$ cat src/rtl/gt_latency_pkg.sv
// Shared types and helpers for the GT link latency monitor.
// Holds the checker state encoding and the IDLE word builder used on TX and RX.
package gt_latency_pkg;

    localparam int unsigned c_MAX_BYTES   = 4;
    localparam int unsigned c_LANE_W      = 16;
    localparam logic [1:0]  c_IDLE_LANE_K = 2'b10;

    typedef enum logic [1:0] {
        ST_UNALIGNED = 2'd0,
        ST_BLIND     = 2'd1,
        ST_SYNC      = 2'd2,
        ST_CHECK     = 2'd3
    } chk_state_e;

    typedef struct packed {
        logic [8*c_MAX_BYTES-1:0] data;
        logic [c_MAX_BYTES-1:0]   k;
    } gt_word_t;

    // Replicates one 16-bit IDLE lane across the active lanes; unused lanes stay zero.
    function automatic gt_word_t idle_word(int unsigned bytes, logic [15:0] idle, logic [1:0] idle_k);
        gt_word_t w;
        w = '0;
        for (int unsigned l = 0; l < c_MAX_BYTES / 2; l++) begin
            if (l < bytes / 2) begin
                w.data[c_LANE_W*l +: c_LANE_W] = idle;
                w.k[2*l +: 2]                  = idle_k;
            end
        end
        return w;
    endfunction

endpackage

$ cat src/rtl/gt_link_latency_monitor_if.sv
// GT user-port bundle between the latency monitor and the transceiver wrapper.
interface gt_link_latency_monitor_if #(
    parameter int unsigned g_BYTES = 2
);
    logic [8*g_BYTES-1:0] tx_data_o;
    logic [g_BYTES-1:0]   tx_k_o;
    logic [8*g_BYTES-1:0] rx_data_i;
    logic [g_BYTES-1:0]   rx_k_i;
    logic                 rx_aligned_i;
    logic                 rx_realign_o;

    modport master (
        output tx_data_o, tx_k_o, rx_realign_o,
        input  rx_data_i, rx_k_i, rx_aligned_i
    );

    modport slave (
        input  tx_data_o, tx_k_o, rx_realign_o,
        output rx_data_i, rx_k_i, rx_aligned_i
    );
endinterface

$ cat src/rtl/gt_latency_stats.sv
// Latency statistics accumulator: min/max/sum/count/errors with saturation,
// plus the good-run counter that qualifies pass_o.
module gt_latency_stats #(
    parameter int unsigned g_NUM_SUCCESSFUL_DATA = 1000
) (
    input  logic        usrclk_i,
    input  logic        rst_i,
    input  logic        clear_i,
    input  logic        sample_i,
    input  logic [15:0] latency_i,
    input  logic        err_i,
    input  logic        break_i,
    output logic [15:0] min_o,
    output logic [15:0] max_o,
    output logic [31:0] sum_o,
    output logic [31:0] cnt_o,
    output logic [15:0] err_cnt_o,
    output logic        pass_o
);

    localparam int unsigned GR_W = $clog2(g_NUM_SUCCESSFUL_DATA + 2);

    logic [15:0]     min_q, min_d, max_q, max_d, err_q, err_d;
    logic [31:0]     sum_q, sum_d, cnt_q, cnt_d;
    logic [GR_W-1:0] good_q, good_d;
    logic            pass_q, pass_d;
    logic [32:0]     sum_ext;

    always_ff @(posedge usrclk_i or posedge rst_i) begin
        if (rst_i) begin
            min_q  <= 16'hFFFF;
            max_q  <= '0;
            sum_q  <= '0;
            cnt_q  <= '0;
            err_q  <= '0;
            good_q <= '0;
            pass_q <= 1'b0;
        end else begin
            min_q  <= min_d;
            max_q  <= max_d;
            sum_q  <= sum_d;
            cnt_q  <= cnt_d;
            err_q  <= err_d;
            good_q <= good_d;
            pass_q <= pass_d;
        end
    end

    // Clear overrides any sample or error arriving in the same cycle.
    always_comb begin
        min_d   = min_q;
        max_d   = max_q;
        sum_d   = sum_q;
        cnt_d   = cnt_q;
        err_d   = err_q;
        good_d  = good_q;
        pass_d  = pass_q;
        sum_ext = {1'b0, sum_q} + 33'(latency_i);
        if (clear_i) begin
            min_d  = 16'hFFFF;
            max_d  = '0;
            sum_d  = '0;
            cnt_d  = '0;
            err_d  = '0;
            good_d = '0;
            pass_d = 1'b0;
        end else begin
            if (sample_i) begin
                if (latency_i < min_q) min_d = latency_i;
                if (latency_i > max_q) max_d = latency_i;
                sum_d = sum_ext[32] ? '1 : sum_ext[31:0];
                if (cnt_q != '1)  cnt_d  = cnt_q + 32'd1;
                if (good_q != '1) good_d = good_q + GR_W'(1);
            end
            if (err_i && (err_q != '1)) err_d = err_q + 16'd1;
            if (err_i || break_i) begin
                good_d = '0;
                pass_d = 1'b0;
            end else if (good_q > GR_W'(g_NUM_SUCCESSFUL_DATA)) begin
                pass_d = 1'b1;
            end
        end
    end

    assign min_o     = min_q;
    assign max_o     = max_q;
    assign sum_o     = sum_q;
    assign cnt_o     = cnt_q;
    assign err_cnt_o = err_q;
    assign pass_o    = pass_q;

endmodule

$ cat src/rtl/gt_link_latency_monitor.sv
// GT loopback latency monitor: timestamped TX stream with periodic IDLE commas,
// RX alignment/integrity checker and latency statistics in usrclk cycles.
module gt_link_latency_monitor
    import gt_latency_pkg::*;
#(
    parameter int unsigned g_BYTES               = 2,
    parameter logic [15:0] g_IDLE                = 16'hbc95,
    parameter logic [1:0]  g_IDLE_K              = c_IDLE_LANE_K,
    parameter int unsigned g_IDLE_PERIOD         = 193,
    parameter int unsigned g_BLIND_PERIOD        = 10,
    parameter int unsigned g_NUM_SUCCESSFUL_DATA = 1000,
    parameter int unsigned g_TS_WIDTH            = 16
) (
    input  logic                      usrclk_i,
    input  logic                      rst_i,
    input  logic                      valid_i,
    gt_link_latency_monitor_if.master gt,
    input  logic                      clear_stats_i,
    output logic [1:0]                state_o,
    output logic                      pass_o,
    output logic [15:0]               latency_min_o,
    output logic [15:0]               latency_max_o,
    output logic [31:0]               latency_sum_o,
    output logic [31:0]               sample_cnt_o,
    output logic [15:0]               err_cnt_o
);

    localparam int unsigned W    = 8 * g_BYTES;
    localparam int unsigned IC_W = (g_IDLE_PERIOD > 1) ? $clog2(g_IDLE_PERIOD) : 1;
    localparam int unsigned BL_W = (g_BLIND_PERIOD > 0) ? $clog2(g_BLIND_PERIOD + 1) : 1;

    localparam gt_word_t           c_IDLE_WORD = idle_word(g_BYTES, g_IDLE, g_IDLE_K);
    localparam logic [W-1:0]       c_IDLE_DATA = c_IDLE_WORD.data[W-1:0];
    localparam logic [g_BYTES-1:0] c_IDLE_K    = c_IDLE_WORD.k[g_BYTES-1:0];

    logic [g_TS_WIDTH-1:0] ts_q, ts_d;
    logic [IC_W-1:0]       cnt_idle_q, cnt_idle_d;
    logic [W-1:0]          tx_data_q, tx_data_d;
    logic [g_BYTES-1:0]    tx_k_q, tx_k_d;
    logic                  realign_q, realign_d;
    chk_state_e            state_q, state_d;
    logic [BL_W-1:0]       blind_q, blind_d;

    logic [31:0]           pay32, rx32;
    logic [15:0]           lane0, lane1;
    logic [g_TS_WIDTH-1:0] lat_c;
    logic                  rx_idle_c, rx_k0_c, lane1_bad_c;
    logic                  sample_c, err_c, break_c;

    always_ff @(posedge usrclk_i or posedge rst_i) begin
        if (rst_i) begin
            ts_q       <= '0;
            cnt_idle_q <= '0;
            tx_data_q  <= c_IDLE_DATA;
            tx_k_q     <= c_IDLE_K;
            realign_q  <= 1'b0;
            state_q    <= ST_UNALIGNED;
            blind_q    <= '0;
        end else begin
            ts_q       <= ts_d;
            cnt_idle_q <= cnt_idle_d;
            tx_data_q  <= tx_data_d;
            tx_k_q     <= tx_k_d;
            realign_q  <= realign_d;
            state_q    <= state_d;
            blind_q    <= blind_d;
        end
    end

    // TX generator: lane0 carries the timestamp, lane1 (4-byte mode) its complement.
    always_comb begin
        ts_d       = ts_q + g_TS_WIDTH'(1);
        cnt_idle_d = (cnt_idle_q == IC_W'(g_IDLE_PERIOD - 1)) ? '0 : cnt_idle_q + IC_W'(1);
        pay32      = {~16'(ts_q), 16'(ts_q)};
        tx_data_d  = pay32[W-1:0];
        tx_k_d     = '0;
        if (!valid_i || (cnt_idle_q == '0)) begin
            tx_data_d = c_IDLE_DATA;
            tx_k_d    = c_IDLE_K;
        end
        realign_d = valid_i && !gt.rx_aligned_i;
    end

    always_comb begin
        rx32        = 32'(gt.rx_data_i);
        lane0       = rx32[15:0];
        lane1       = rx32[31:16];
        lat_c       = ts_q - lane0[g_TS_WIDTH-1:0];
        rx_idle_c   = (gt.rx_data_i == c_IDLE_DATA) && (gt.rx_k_i == c_IDLE_K);
        rx_k0_c     = (gt.rx_k_i == '0);
        lane1_bad_c = (g_BYTES == 4) && (lane1 != ~lane0);
    end

    // Checker FSM; losing alignment pre-empts every other transition.
    always_comb begin
        state_d  = state_q;
        blind_d  = blind_q;
        sample_c = 1'b0;
        err_c    = 1'b0;
        if (!gt.rx_aligned_i) begin
            state_d = ST_UNALIGNED;
        end else begin
            case (state_q)
                ST_UNALIGNED: begin
                    state_d = ST_BLIND;
                    blind_d = '0;
                end
                ST_BLIND: begin
                    if (blind_q == BL_W'(g_BLIND_PERIOD)) state_d = ST_SYNC;
                    else                                   blind_d = blind_q + BL_W'(1);
                end
                ST_SYNC: begin
                    if (rx_idle_c)     state_d = ST_CHECK;
                    else if (!rx_k0_c) err_c   = 1'b1;
                end
                ST_CHECK: begin
                    if (rx_k0_c) begin
                        if (lane1_bad_c) begin
                            err_c   = 1'b1;
                            state_d = ST_SYNC;
                        end else begin
                            sample_c = 1'b1;
                        end
                    end else if (!rx_idle_c) begin
                        err_c   = 1'b1;
                        state_d = ST_SYNC;
                    end
                end
                default: state_d = ST_UNALIGNED;
            endcase
        end
        break_c = (state_d != ST_CHECK);
    end

    gt_latency_stats #(
        .g_NUM_SUCCESSFUL_DATA(g_NUM_SUCCESSFUL_DATA)
    ) u_stats (
        .usrclk_i  (usrclk_i),
        .rst_i     (rst_i),
        .clear_i   (clear_stats_i),
        .sample_i  (sample_c),
        .latency_i (16'(lat_c)),
        .err_i     (err_c),
        .break_i   (break_c),
        .min_o     (latency_min_o),
        .max_o     (latency_max_o),
        .sum_o     (latency_sum_o),
        .cnt_o     (sample_cnt_o),
        .err_cnt_o (err_cnt_o),
        .pass_o    (pass_o)
    );

    assign gt.tx_data_o    = tx_data_q;
    assign gt.tx_k_o       = tx_k_q;
    assign gt.rx_realign_o = realign_q;
    assign state_o         = state_q;

endmodule
$ cat src/flat_wrapper.sv
// flat-port wrapper written by rule: the top's interface ports become plain ports
module gt_link_latency_monitor_flat import gt_latency_pkg::*;
#(
    parameter int unsigned g_BYTES               = 2,
    parameter logic [15:0] g_IDLE                = 16'hbc95,
    parameter logic [1:0]  g_IDLE_K              = c_IDLE_LANE_K,
    parameter int unsigned g_IDLE_PERIOD         = 193,
    parameter int unsigned g_BLIND_PERIOD        = 10,
    parameter int unsigned g_NUM_SUCCESSFUL_DATA = 1000,
    parameter int unsigned g_TS_WIDTH            = 16
)
  (usrclk_i, rst_i, valid_i, clear_stats_i, state_o, pass_o, latency_min_o, latency_max_o, latency_sum_o, sample_cnt_o, err_cnt_o, gt_tx_data_o, gt_tx_k_o, gt_rx_realign_o, gt_rx_data_i, gt_rx_k_i, gt_rx_aligned_i);
  gt_link_latency_monitor_if #(.g_BYTES(g_BYTES)) gt_i ();
  input  logic usrclk_i;
  input  logic rst_i;
  input  logic valid_i;
  input  logic clear_stats_i;
  output logic [1:0] state_o;
  output logic pass_o;
  output logic [15:0] latency_min_o;
  output logic [15:0] latency_max_o;
  output logic [31:0] latency_sum_o;
  output logic [31:0] sample_cnt_o;
  output logic [15:0] err_cnt_o;
  output wire logic [$bits(gt_i.tx_data_o)-1:0] gt_tx_data_o;
  output wire logic [$bits(gt_i.tx_k_o)-1:0] gt_tx_k_o;
  output wire logic [$bits(gt_i.rx_realign_o)-1:0] gt_rx_realign_o;
  input wire logic [$bits(gt_i.rx_data_i)-1:0] gt_rx_data_i;
  input wire logic [$bits(gt_i.rx_k_i)-1:0] gt_rx_k_i;
  input wire logic [$bits(gt_i.rx_aligned_i)-1:0] gt_rx_aligned_i;
  assign gt_tx_data_o = gt_i.tx_data_o;
  assign gt_tx_k_o = gt_i.tx_k_o;
  assign gt_rx_realign_o = gt_i.rx_realign_o;
  assign gt_i.rx_data_i = gt_rx_data_i;
  assign gt_i.rx_k_i = gt_rx_k_i;
  assign gt_i.rx_aligned_i = gt_rx_aligned_i;
  gt_link_latency_monitor #(.g_BYTES(g_BYTES), .g_IDLE(g_IDLE), .g_IDLE_K(g_IDLE_K), .g_IDLE_PERIOD(g_IDLE_PERIOD), .g_BLIND_PERIOD(g_BLIND_PERIOD), .g_NUM_SUCCESSFUL_DATA(g_NUM_SUCCESSFUL_DATA), .g_TS_WIDTH(g_TS_WIDTH)) u_core (.usrclk_i(usrclk_i), .rst_i(rst_i), .valid_i(valid_i), .gt(gt_i), .clear_stats_i(clear_stats_i), .state_o(state_o), .pass_o(pass_o), .latency_min_o(latency_min_o), .latency_max_o(latency_max_o), .latency_sum_o(latency_sum_o), .sample_cnt_o(sample_cnt_o), .err_cnt_o(err_cnt_o));
endmodule
$ cat config.mk
export PLATFORM = sky130hd
export DESIGN_NAME = gt_link_latency_monitor_flat
export DESIGN_NICKNAME = d
export VERILOG_FILES = /design/src/rtl/gt_latency_pkg.sv /design/src/rtl/gt_link_latency_monitor_if.sv /design/src/rtl/gt_latency_stats.sv /design/src/rtl/gt_link_latency_monitor.sv /design/src/flat_wrapper.sv
export SDC_FILE = /design/constraint.sdc
export NUM_CORES = 1
export LEC_CHECK = 0
export BUFFER_PORTS_ARGS = -buffer_cell sky130_fd_sc_hd__buf_2
export CAP_MARGIN = 15
export CORE_MARGIN = 2
export CORE_UTILIZATION = 62
export DETAILED_ROUTE_END_ITERATION = 12
export GPL_ROUTABILITY_DRIVEN = 0
export PLACE_DENSITY = 0.86
export SETUP_SLACK_MARGIN = 0.15
export SLEW_MARGIN = 25
export SYNTH_ARGS = -nofsm -noshare
export SYNTH_HDL_FRONTEND = slang
export SYNTH_SLANG_ARGS = --single-unit
$ cat constraint.sdc
create_clock -name usrclk_i -period 14.08 [get_ports usrclk_i]
set_input_delay 1.408 -clock usrclk_i [delete_from_list [all_inputs] [get_ports usrclk_i]]
set_output_delay 1.408 -clock usrclk_i [all_outputs]
set_load 0.05 [all_outputs]
==> impl_metrics.csv, run 1 <==
group,metric,value,unit
run_status,status,"finished, final reports clean",
synthesis,netlist_instances,1071,
clock_tree,clockRootBuffer,"clkbuf_16",
critical_path,r2r_slack,9080,ps
synthesis,syn-num-nets,1167,
min_path,hp-class,"flop to flop",
finish,design_area,11600,um^2
timing,tns,0,ps
critical_path,critical_path_class,"input port to flop",
timing,period_minus_slack,5530,ps
routing,drt_pass1_iterations,5,
power,p_clk_share,47.9,%
timing,worst_clock_skew,12.9,ps
timing,maxSlewViolCount,0,
synthesis,synth_area_leader_cell,"dfrtp_1",
routing,drc_errors,0,
timing,tightest_slew,1060,ps
synthesis,synth_top_area_share,36.5,%
routing,routedWlPerCell,16.5,um
finish,drive_gt1_share,18.9,%
finish,final_cell_mix,"buf_2, dfrtp_1, nor2_1, inv_1, nand2_1",
floorplanning,die_w,131,um
min_path,whs_endpoint,"u_core.cnt_idle_q[4]",
clock_tree,postCtsSetupBuffers,0,
routing,vias,8487,
floorplanning,core,15800,um^2
synthesis,synth_compound_area_share,13.3,%
finish,nNetsFinal,1316,
clock_tree,htreeDepth,4,
floorplanning,io_pins,157,
synthesis,yosysSeqAreaShare,43.4,%
synthesis,synth_flop_cell,"dfrtp_1",
synthesis,synth_mux_area_share,2.32,%
synthesis,ys_async_sr_fraction,100,%
critical_path,crit_fanout,15,
routing,drt_wl_total,23900,um
timing,rsz0062_at_grt,"false",
critical_path,rr_startpoint,"u_core.ts_q[0]",
synthesis,synth_cell_types,63,
routing,drtAntennaViolNets,0,
critical_path,cp_cell_sequence,"buf_2 > ha_1 > inv_1 > fa_1 > a211oi_1 > o21a_1 > o21a_1 > nor2_1 > o31ai_1 > xnor2_1 > inv_1 > ha_1 > and4_1 > and2_1 > and4_1 > o31ai_1 > buf_4 > nand2_1 > nor2_1 > a311oi_1",
grt,grt_max_degree,80,
critical_path,required,14360,ps
power,p_leak,0.00577,uW
clock_tree,cts_hold_buf,0,
floorplanning,dieArea,17000,um^2
min_path,whs_path_depth,1,
floorplanning,row_count,46,
timing,relSlewSlack,29.6,%
critical_path,worst_setup_path_start_kind,"input port",
critical_path,cpMaxStageDelayCell,"o31ai_1",
synthesis,synth_top_family_by_area,"simple AND/OR/NAND/NOR gates",
finish,final_common_cell,"buf_2",
synthesis,ys_ff_latch,171,
flow_run,cap_violations,0,
clock_tree,insertion_delay,430,ps
clock_tree,postCtsResizedCells,0,
synthesis,synth-simple-area-share,19.2,%
synthesis,synth_edf_count,0,
grt,antenna_found_initial,0,
critical_path,reg2reg_to,"u_core.u_stats.sum_o[29]",
power,intPower,857,uW
min_path,min_from,"u_core.cnt_idle_q[4]",
routing,drt-initial-drc-count,644,
place,portBuffers,155,
clock_tree,cts_tree,"built",
synthesis,synthTopCellsByArea,"dfrtp_1, ha_1, dfstp_2",
synthesis,avgSynthCellArea,9.27,um^2
clock_tree,tritoncts.num_buffers,17,
grt,grt_pass1_vias,8260,
floorplanning,die-height,131,um
place,place_area,10900,um^2
power,swShare,23.5,%
clock_tree,cts_max_path_buffers,2,
clock_tree,cts.clk_slew.worst_paths,60,ps
power,p_per_area,96.5,nW/um^2
finish,syn_to_final_growth,16.8,%
grt,overflow,0,
grt,grt_pass1_wl,39000,um
critical_path,crit_arrival,5810,ps
timing,max_freq,0.181,GHz
power,combPwrFrac,7.5,%
floorplanning,start_util,63.0,%
timing,setup_violations,0,
synthesis,synthAdderAreaFrac,9.35,%
power,seqPwrFrac,44.7,%
timing,final-hold-violation-count,0,
place,hpwlAfterDp,16900,um
critical_path,end_kind,"flop",
synthesis,synth_warnings,0,
power,ir_drop,0.0929,mV
critical_path,r2r.worst_path.cells,20,
synthesis,syn_area,9930,um^2
power,p_switching,263,uW
finish,fillers,1206,
grt,grt_util_all_layers,28.7,%
timing,fin_crit_sh,39.3,%
routing,avgViaCountPerCell,5.86,
finish,antenna_cells,0,
timing,holdWs,508,ps
synthesis,synth_xor_xnor_area_share,8.03,%
clock_tree,cts_sinks,171,
critical_path,critPathMaxStageDelay,450,ps
==> cell families after synthesis <==
| logic type | after synthesis |
|---|---|
| buffers and inverters | 111 |
| flip-flops | 171 |
| AND/OR/NAND/NOR | 387 |
| AO/OA/AOI/OAI | 214 |
| adder cells (fa/ha/maj) | 73 |
| multiplexers | 23 |
| XOR/XNOR | 91 |
| other | 1 |
==> per-layer routing <==
layer / global-route usage (%) / wire length (um) / up-vias
met1: 39.1 / 10600 / 4092
met2: 45.9 / 11100 / 291
met4: 10.3 / 641 / 0
met3: 5.99 / 1540 / 53
met5: 0 / 0 / -
li1: - / - / 4051
==> cell type report <==
cell class,instances,area [um^2],share of cell area [%]
inverters,80,305,2.63
clock inverters,9,184,1.59
well taps,216,270,2.33
clock buffers,23,488,4.21
multi-input cells,789,5220,45.0
repair buffers,161,821,7.07
flip-flops and latches,171,4310,37.2
==> power groups by stage <==
stage / clock, uW / sequential [uW] / combinational [uW]
final: 536 / 500 / 83.5
after global routing: 558 / 500 / 94.1
after CTS: 538 / 500 / 83.6
after detailed placement: 0 / 509 / 82.3
after global placement: 0 / 509 / 80.1
after floorplan: 0 / 516 / 53.1
==> Yosys cell counts (2+ instances only) <==
library cell / n
a211oi_1: 20
a21o_1: 12
a21oi_1: 60
a311oi_1: 3
a31o_2: 2
a31oi_1: 19
and2_1: 12
and3_1: 22
and4_1: 15
buf_2: 4
clkbuf_1: 25
dfrtp_1: 145
dfstp_2: 26
fa_1: 2
ha_1: 71
inv_1: 79
mux2i_1: 23
nand2_1: 78
nand2b_1: 12
nand3_1: 39
nand4_1: 27
nor2_1: 121
nor2b_1: 8
nor3_1: 30
nor4_1: 2
o2111ai_1: 2
o211ai_1: 8
o21a_1: 7
o21ai_0: 54
o21bai_1: 5
o22ai_1: 2
o31a_1: 2
o31ai_1: 5
or2_2: 3
or3_1: 8
or4b_2: 2
xnor2_1: 37
xor2_1: 54
==> stage by stage <==
stage / power, uW / cells / setup WS [ps] / utilization, %
finish: 1120 / 1449 / 8550 / 73.6
global route: 1150 / 1449 / 8220 / 73.6
CTS: 1120 / 1449 / 8610 / 73.5
detailed placement: 591 / 1417 / 8230 / 69.3
global placement: 589 / 1417 / 8380 / 69.3
floorplan: 569 / 1071 / 8080 / -
==> state kept, by name (all words and copies together) (netlist names), 2 cells and up <==
name,cells
u_core.u_stats.cnt_o,32
u_core.u_stats.err_cnt_o,16
u_core.u_stats.max_o,16
u_core.gt.tx_data_o,16
u_core.blind_q,4
u_core.u_stats.good_q,10
u_core.ts_q,16
u_core.u_stats.sum_o,32
u_core.cnt_idle_q,8
u_core.state_o,2
u_core.u_stats.min_o,16
==> how the worst max path moves through the flow <==
stage | start | endpoint | slack, ps | cells past startpoint
final | gt_rx_data_i[0] | u_core.u_stats.sum_o[29] | 8550 | 20
after global routing | gt_rx_data_i[0] | u_core.u_stats.sum_o[29] | 8220 | 20
after CTS | gt_rx_data_i[0] | u_core.u_stats.sum_o[29] | 8610 | 20
after detailed placement | gt_rx_data_i[0] | u_core.u_stats.sum_o[29] | 8230 | 20
after global placement | gt_rx_data_i[0] | u_core.u_stats.sum_o[29] | 8380 | 20
after floorplan | rst_i | u_core.blind_q[0] | 8080 | 1
==> worst max-delay path, delay by kind of cell <==
family                   cells  cell delay, ps
AO/OA/AOI/OAI                6            1590
adder cells (fa/ha/maj)      3             940
buffers and inverters        4             530
AND/OR/NAND/NOR              6            1120
XOR/XNOR                     1             220
Note: power is estimated with default switching activity, not from simulation.
==> inputs of run 2 (changes only) <==
--- a/config.mk
+++ b/config.mk
@@ -8,10 +8,10 @@
 export BUFFER_PORTS_ARGS = -buffer_cell sky130_fd_sc_hd__buf_2
 export CAP_MARGIN = 15
 export CORE_MARGIN = 2
-export CORE_UTILIZATION = 62
+export CORE_UTILIZATION = 58
 export DETAILED_ROUTE_END_ITERATION = 12
 export GPL_ROUTABILITY_DRIVEN = 0
-export PLACE_DENSITY = 0.86
+export PLACE_DENSITY = 0.81
 export SETUP_SLACK_MARGIN = 0.15
 export SLEW_MARGIN = 25
 export SYNTH_ARGS = -nofsm -noshare
==> constraint.sdc (replaced) <==
create_clock -name usrclk_i -period 5.3 [get_ports usrclk_i]
set_input_delay 0.53 -clock usrclk_i [delete_from_list [all_inputs] [get_ports usrclk_i]]
set_output_delay 0.53 -clock usrclk_i [all_outputs]
set_load 0.05 [all_outputs]
==> impl_metrics.csv, run 2 (synthesis results as in run 1) <==
group,metric,value,unit
run_status,status,"finished, final reports clean",
routing,vias,8527,
finish,fillers,1258,
timing,holdWs,178,ps
clock_tree,htreeDepth,4,
timing,setup_violations,0,
critical_path,crit_top_cell,"inv_1",
power,p_per_area,244,nW/um^2
finish,syn_to_final_growth,17.2,%
timing,final-hold-violation-count,0,
place,hpwlAfterDp,17100,um
routing,avgViaCountPerCell,5.82,
floorplanning,die-height,135,um
floorplanning,io_pins,157,
timing,period_minus_slack,4790,ps
timing,worst_clock_skew,11.1,ps
critical_path,end_kind,"flop",
timing,fin_crit_sh,90.3,%
floorplanning,core,16600,um^2
power,ir_drop,0.216,mV
min_path,hp-class,"input port to asynchronous set/reset pin",
critical_path,crit_arrival,5070,ps
clock_tree,cts_max_path_buffers,2,
grt,grt_util_all_layers,27.1,%
critical_path,cp_cell_sequence,"inv_1 > ha_1 > inv_1 > fa_1 > a211oi_2 > o21a_1 > o21a_1 > o21bai_1 > a311oi_2 > xor2_1 > inv_1 > ha_1 > and4_1 > and2_1 > and4_1 > o31a_1 > nand4_1 > nor3_1 > a211oi_1",
routing,drt_pass1_iterations,5,
clock_tree,cts_tree,"built",
critical_path,critPathMaxStageDelay,430,ps
grt,grt_max_degree,67,
finish,register_area,4310,um^2
power,p_leak,0.00578,uW
critical_path,critical_path_class,"flop to flop",
critical_path,cp_num_buf_inv,3,
finish,nNetsFinal,1329,
timing,max_freq,0.209,GHz
routing,drt_wl_total,24200,um
routing,drtAntennaViolNets,0,
timing,relSlewSlack,31.8,%
timing,rsz0062_at_grt,"false",
floorplanning,start_util,59.7,%
timing,tns,0,ps
finish,antenna_cells,0,
timing,maxSlewViolCount,0,
floorplanning,dieArea,18200,um^2
critical_path,critPathTopFamily,"compound AO/OA/AOI/OAI gates",
clock_tree,cts.clk_slew.worst_paths,70,ps
finish,final_common_cell,"buf_2",
clock_tree,tritoncts.num_buffers,17,
timing,tightest_slew,1020,ps
clock_tree,clockRootBuffer,"clkbuf_16",
routing,drt-initial-drc-count,519,
grt,antenna_found_initial,0,
clock_tree,cts_hold_buf,0,
finish,final_cell_mix,"buf_2, dfrtp_1, nor2_1, inv_1, nand2_1",
finish,drive_gt1_share,20.1,%
clock_tree,cts_sinks,171,
floorplanning,row_count,47,
grt,grt_pass1_vias,8095,
floorplanning,die_w,135,um
critical_path,cpMaxStageDelayCell,"fa_1",
routing,drc_errors,0,
grt,overflow,0,
grt,grt_pass1_wl,39800,um
clock_tree,insertion_delay,430,ps
critical_path,worst_setup_path_start_kind,"flop",
critical_path,required,5580,ps
place,portBuffers,155,
critical_path,crit_fanout,9,
finish,multi_input_area,5230,um^2
routing,routedWlPerCell,16.5,um
flow_run,cap_violations,0,
-- run 2: report_power, final --
group | internal, uW | switching [uW]
Clock | 720 | 557
Sequential | 1320 | 9.43
Combinational | 70.4 | 158
Total | 2110 | 725
-- run 2: layout make-up --
type	count	area share, %
multi-input cells	789	44.9
clock buffers	19	3.81
clock inverters	13	1.33
well taps	220	2.37
flip-flops and latches	171	37.0
inverters	80	2.62
repair buffers	174	7.89
-- run 2: what timing repair did --
| item | 4_1_cts | 5_1_grt |
|---|---|---|
| endpoints found under the setup margin | 0 | 22 |
| gates resized for setup | 0 | 3 |
| buffers inserted | 0 | 4 |
-- run 2: worst paths after layout --
kind                                       from                           end  slack, ps  depth (start not counted)
setup reg to reg                 u_core.ts_q[0]      u_core.u_stats.sum_o[20]        510                         19
hold / removal                            rst_i  u_core.u_stats.err_cnt_o[11]        180                          2
setup / recovery                 u_core.ts_q[0]      u_core.u_stats.sum_o[20]        510                         19
hold reg to reg            u_core.cnt_idle_q[4]          u_core.cnt_idle_q[4]        510                          1
min in group usrclk_i           gt_rx_aligned_i        u_core.gt.rx_realign_o        350                          2
max in group asynchronous                 rst_i       u_core.u_stats.max_o[1]       3950                          3
-- run 2: through the flow --
stage	cell area, um^2	total power [uW]	util, %	setup WS, ps	std cells
after global placement	11000	1570	66.1	558	1430
final	11600	2830	69.9	515	1466
after detailed placement	11000	1580	66.1	350	1430
after CTS	11600	2850	69.7	414	1462
after floorplan	9930	1510	-	181	1071
after global routing	11600	2940	69.9	165	1466
-- run 2: metal layers --
metal / up-vias / routed length (um) / part of all wire [%] / global-route usage (%)
met5: - / 0 / 0 / 0
met1: 4102 / 10700 / 44 / 37.8
li1: 4090 / - / - / -
met4: 0 / 293 / 1.2 / 7.60
met3: 29 / 1560 / 6.5 / 4.88
met2: 306 / 11600 / 48 / 43.6
